### src/rtl/uart_mem_loader.sv
// UART program loader: receives I/D/G commands over 8N1 serial and writes 32-bit
// words into the core's instruction or data memory while holding the core in reset.
module uart_mem_loader #(
  parameter int CLK_FREQ_HZ = 100000000,
  parameter int BAUD        = 115200,
  parameter int ADDR_WIDTH  = 12
) (
  input  logic                  clk,
  input  logic                  reset_n,
  input  logic                  uart_rx,
  output logic [ADDR_WIDTH-1:0] imem_addr,
  output logic                  imem_write,
  output logic [31:0]           imem_data_in,
  output logic [ADDR_WIDTH-1:0] dmem_addr,
  output logic                  dmem_enable,
  output logic [3:0]            dmem_byte_write,
  output logic [31:0]           dmem_data_in,
  output logic                  core_reset,
  output logic                  busy,
  output logic                  error
);

  localparam int DIV = (CLK_FREQ_HZ + BAUD / 2) / BAUD;
  localparam int CW  = $clog2(DIV + 1);
  localparam logic [CW-1:0] DIV_LAST  = CW'(DIV - 1);
  localparam logic [CW-1:0] HALF_LAST = CW'(DIV / 2 - 1);

  typedef enum logic [1:0] {RX_IDLE, RX_START, RX_DATA, RX_STOP} rx_state_t;
  typedef enum logic [2:0] {IDLE, ADDR_HI, ADDR_LO, CNT_HI, CNT_LO, DATA, WRITE} state_t;

  rx_state_t       rx_state, rx_state_next;
  logic            rx_meta, rx_sync, rx_prev;
  logic [CW-1:0]   baud_cnt, baud_cnt_next;
  logic [2:0]      bit_idx, bit_idx_next;
  logic [7:0]      rx_shift, rx_shift_next;
  logic            byte_valid, frame_err;

  state_t          state, state_next;
  logic            target_imem;
  logic [7:0]      addr_hi;
  logic [ADDR_WIDTH-1:0] addr_reg;
  logic [15:0]     cnt16;
  logic [23:0]     word;
  logic [1:0]      byte_idx;

  // Synchronizer and receiver registers; the line idles high so reset to 1 to avoid a false start.
  always_ff @(posedge clk or negedge reset_n) begin
    if (!reset_n) begin
      rx_meta  <= 1'b1;
      rx_sync  <= 1'b1;
      rx_prev  <= 1'b1;
      rx_state <= RX_IDLE;
      baud_cnt <= '0;
      bit_idx  <= '0;
      rx_shift <= '0;
    end else begin
      rx_meta  <= uart_rx;
      rx_sync  <= rx_meta;
      rx_prev  <= rx_sync;
      rx_state <= rx_state_next;
      baud_cnt <= baud_cnt_next;
      bit_idx  <= bit_idx_next;
      rx_shift <= rx_shift_next;
    end
  end

  always_comb begin
    rx_state_next = rx_state;
    baud_cnt_next = baud_cnt + 1'b1;
    bit_idx_next  = bit_idx;
    rx_shift_next = rx_shift;
    byte_valid    = 1'b0;
    frame_err     = 1'b0;
    case (rx_state)
      RX_IDLE: begin
        baud_cnt_next = '0;
        if (rx_prev && !rx_sync) rx_state_next = RX_START;
      end
      RX_START: begin
        if (baud_cnt == HALF_LAST) begin
          baud_cnt_next = '0;
          bit_idx_next  = '0;
          rx_state_next = rx_sync ? RX_IDLE : RX_DATA;
        end
      end
      RX_DATA: begin
        if (baud_cnt == DIV_LAST) begin
          baud_cnt_next = '0;
          rx_shift_next = {rx_sync, rx_shift[7:1]};
          bit_idx_next  = bit_idx + 3'd1;
          if (bit_idx == 3'd7) rx_state_next = RX_STOP;
        end
      end
      RX_STOP: begin
        if (baud_cnt == DIV_LAST) begin
          baud_cnt_next = '0;
          rx_state_next = RX_IDLE;
          if (rx_sync) byte_valid = 1'b1;
          else         frame_err  = 1'b1;
        end
      end
      default: rx_state_next = RX_IDLE;
    endcase
  end

  always_ff @(posedge clk or negedge reset_n) begin
    if (!reset_n) state <= IDLE;
    else          state <= state_next;
  end

  // Strobes are decoded from the WRITE state so they can never fire outside it.
  always_comb begin
    state_next      = state;
    imem_write      = 1'b0;
    dmem_enable     = 1'b0;
    dmem_byte_write = 4'b0000;
    case (state)
      IDLE:    if (byte_valid && (rx_shift == 8'h49 || rx_shift == 8'h44)) state_next = ADDR_HI;
      ADDR_HI: if (byte_valid) state_next = ADDR_LO;
      ADDR_LO: if (byte_valid) state_next = CNT_HI;
      CNT_HI:  if (byte_valid) state_next = CNT_LO;
      CNT_LO:  if (byte_valid) state_next = ({cnt16[7:0], rx_shift} == 16'd0) ? IDLE : DATA;
      DATA:    if (byte_valid && byte_idx == 2'd3) state_next = WRITE;
      WRITE: begin
        imem_write      = target_imem;
        dmem_enable     = !target_imem;
        dmem_byte_write = {4{!target_imem}};
        state_next      = (cnt16 == 16'd1) ? IDLE : DATA;
      end
      default: state_next = IDLE;
    endcase
    if (frame_err && state != IDLE) state_next = IDLE;
  end

  assign busy = (state != IDLE);

  // Command datapath; memory outputs are loaded on the 4th data byte and held until the next write.
  always_ff @(posedge clk or negedge reset_n) begin
    if (!reset_n) begin
      target_imem  <= 1'b0;
      addr_hi      <= '0;
      addr_reg     <= '0;
      cnt16        <= '0;
      word         <= '0;
      byte_idx     <= '0;
      core_reset   <= 1'b1;
      error        <= 1'b0;
      imem_addr    <= '0;
      imem_data_in <= '0;
      dmem_addr    <= '0;
      dmem_data_in <= '0;
    end else begin
      if (frame_err) error <= 1'b1;
      case (state)
        IDLE: begin
          if (byte_valid) begin
            case (rx_shift)
              8'h49:   begin target_imem <= 1'b1; core_reset <= 1'b1; end
              8'h44:   begin target_imem <= 1'b0; core_reset <= 1'b1; end
              8'h47:   core_reset <= 1'b0;
              default: error <= 1'b1;
            endcase
          end
        end
        ADDR_HI: if (byte_valid) addr_hi <= rx_shift;
        ADDR_LO: if (byte_valid) addr_reg <= ADDR_WIDTH'({addr_hi, rx_shift});
        CNT_HI:  if (byte_valid) cnt16 <= {8'h00, rx_shift};
        CNT_LO: begin
          if (byte_valid) begin
            cnt16    <= {cnt16[7:0], rx_shift};
            byte_idx <= '0;
          end
        end
        DATA: begin
          if (byte_valid) begin
            word     <= {word[15:0], rx_shift};
            byte_idx <= byte_idx + 2'd1;
            if (byte_idx == 2'd3) begin
              if (target_imem) begin
                imem_addr    <= addr_reg;
                imem_data_in <= {word, rx_shift};
              end else begin
                dmem_addr    <= addr_reg;
                dmem_data_in <= {word, rx_shift};
              end
            end
          end
        end
        WRITE: begin
          addr_reg <= addr_reg + 1'b1;
          cnt16    <= cnt16 - 16'd1;
        end
        default: ;
      endcase
    end
  end

endmodule

### config.mk
export PLATFORM = sky130hd
export DESIGN_NAME = uart_mem_loader
export DESIGN_NICKNAME = d
export VERILOG_FILES = /design/src/rtl/uart_mem_loader.sv
export SDC_FILE = /design/constraint.sdc
export NUM_CORES = 1
export LEC_CHECK = 0
export ABC_AREA = 1
export BUFFER_PORTS_ARGS = -buffer_cell sky130_fd_sc_hd__clkbuf_2
export CORE_MARGIN = 2
export CORE_UTILIZATION = 35
export DETAILED_ROUTE_END_ITERATION = 12
export PLACE_DENSITY = 0.5
export SYNTH_ARGS = -nofsm -noshare
export SYNTH_HDL_FRONTEND = slang
export SYNTH_SLANG_ARGS = --single-unit
### constraint.sdc
create_clock -name clk -period 3.6 [get_ports clk]
set_input_delay 0.72 -clock clk [delete_from_list [all_inputs] [get_ports clk]]
set_output_delay 0.72 -clock clk [all_outputs]
set_load 0.02 [all_outputs]
==> impl_results.md <==
* Synthesized cell area at 8010 um2
* CORE AREA at 22600 um2
* DPL Wire Length at 13600 um
* EDFF count, synth at 0
* Maximum vdd drop at 0.000228 V
* Final setup TNS at 0 ns
* Vias in the first global route at 6202
* GRT overflow at 0
* Setup-failing EPs final at 0
* Residual DRC at 0
* CP endpoint kind: output port
* Combinational group share of total power at 5.5%
* Switch Pwr at 1.02 mW
* Post-synth cell types at 37
* RD Place Congestion at 0.808
* Gr usage total at 16.4%
* Internal power at 3.01 mW
* Initial antenna violation count at 0
* Nets at 1053
* Fmax at 349 MHz
* Worst Path Required at 2.88 ns
* Main area contributors after synthesis: dfrtp_1, nand2_1, o21ai_0
* Postcts setup bufs at 0
* Synth Register Bits at 178
* DR vias at 6368
* Number of port buffers at 99
* Post-Syn Instances at 950
* Slew headroom at 29.3%
* 1st-iter DRT viols at 418
* Top-count cell post-synth: nand2_1
* Root Buffer: clkbuf_16
* Fin crit period at 2.87 ns
* RSZ-0062 raised after global routing: no
* Antenna Nets Post-Route at 0
* Warnings, synthesis at 0
* Final Util at 41.1%
* First-pass GRT wire length at 31800 um
* Post-cts gate resize count at 0
* Most frequent cells after synthesis: nand2_1, dfrtp_1, o21ai_0
* Hold Vio Cnt, Final at 0
* Leakage at 4.46 nW
* Die Width at 155 um
* # IOs at 100
* Mean Syn Cell Area at 8.43 um2
* Async set or reset register ratio after synthesis at 100%
* Syn Nets at 961
* Layout cells sized above 1 at 16.2%
* # H-tree levels at 4
* Post-synth top area cell: dfrtp_1
* Die height at 155 um
* Antenna diodes at 0
* Biggest regs: dmem_data_in x32, imem_data_in x32, word x24
* Vias per Instance at 4.75
* Status: finished clean
* Tcrit/Tclk final at 79.6%
* CP Data Arrival Time at 2.15 ns
* Share of power burned in registers at 51.2%
* Worst Max-Slew Pin Slew at 1.06 ns
* Clock skew at 0.0115 ns
* DR pass1 iterations at 5
* TritonCTS clock tree: done
* Largest net degree at the start of global routing at 86
* WL final at 19000 um
* Crit Path Category: reg2out
* # clock sinks at 178
* Sw Ratio at 25.3%
* Worst-path fanout max at 19
* Power Dens Cells at 434 nW/um2
* Clk pwr share at 43.2%
* Drt wl/cell at 14.2 um
* Initial Utilization at 35.5%
* CTS Buffer Depth at 2
* Synth top area share at 54.4%
* Final slew viol count at 0
* Synth Flop Type: dfrtp_1
* P&R area growth vs syn at 15.8%
* CTS hold repair buffers at 0
* Tightest Hold Check Type: in2async
* Reg clk slew, reported paths at 0.07 ns
* Max_cap viols at 0
* CP Launch Type: flop
* Sequential area share after synthesis at 55.7%
* Row count at 55
* Total CTS buffers at 17
* Die area at 24100 um2
* Clk_lat worst skew at 0.43 ns
-- metal layers --
layer | global-route usage (%) | part of all wire [%] | vias up
li1 | - | - | 3255
met1 | 23.9 | 52 | 2993
met2 | 25.4 | 44 | 102
met3 | 3.04 | 3.5 | 18
met4 | 4.28 | 0.90 | 0
met5 | 0 | 0 | -
-- per-stage QoR --
stage | worst slack (ns) | area, um2 | power, mW | hold slack (ns) | cells
floorplan | 1.24 | 8010 | 2.24 | 0.345 | 950
global placement | 1.15 | 8730 | 2.33 | 0.346 | 1308
detailed placement | 1.10 | 8730 | 2.33 | 0.347 | 1308
finish | 0.735 | 9270 | 4.02 | 0.341 | 1340
CTS | 0.710 | 9270 | 4.08 | 0.357 | 1340
global route | 0.505 | 9270 | 4.20 | 0.359 | 1340
-- power by group through the flow --
stage	Combinational, mW	Clock, mW	Sequential (mW)
final	0.223	1.74	2.06
after global routing	0.266	1.87	2.07
after CTS	0.230	1.79	2.06
after detailed placement	0.229	0	2.10
after global placement	0.234	0	2.10
after floorplan	0.146	0	2.09
-- cell usage in the layout, fill, tap and decap left out, types with 8 or more instances in the layout --
cell type and count:
buf_4 9, clkbuf_16 17, nand3_1 46, o21ai_0 121
nand4_1 10, nor2_1 72, a21oi_1 11, inv_1 96
o21ai_1 35, a31oi_1 13, o21ai_2 8, clkbuf_2 98
ha_1 8, nand2_1 274, dfrtp_1 174, nor3_1 8
-- cell type report --
cell class              instances  area [um2]
well taps                     285         357
flip-flops and latches        178        4460
clock inverters                12        96.3
repair buffers                109         589
clock buffers                  20         447
fillers                      2296       13300
multi-input cells             637        2950
inverters                      99         372
-- worst max-delay path, cell delays in order (launching register included) --
cell and delay [ns]:
dfrtp_1 0.39, inv_1 0.14, nor2_1 0.14, nand2_1 0.38
nor2_1 0.42, clkbuf_2 0.24
-- cells by family after synthesis --
family	share of synthesized area, %
flops	55.7
mux	0.125
buf+inv	7.45
fa+ha+maj	1.25
simple gates	22.1
xor+xnor	0.328
compound gates	13.1
-- final timing paths --
| kind | start | endpoint | slack [ns] | depth (start not counted) |
|---|---|---|---|---|
| max in group asynchronous | reset_n | addr_hi[1] | 2.27 | 2 |
| min | reset_n | dmem_data_in[25] | 0.34 | 1 |
| max reg2reg | baud_cnt[0] | imem_data_in[4] | 1.11 | 10 |
| min in group clk | rx_meta | rx_sync | 0.36 | 0 |
| max | state[2] | dmem_byte_write[2] | 0.73 | 5 |
| min reg2reg | rx_meta | rx_sync | 0.36 | 0 |
(Power assumes the default switching activity.)
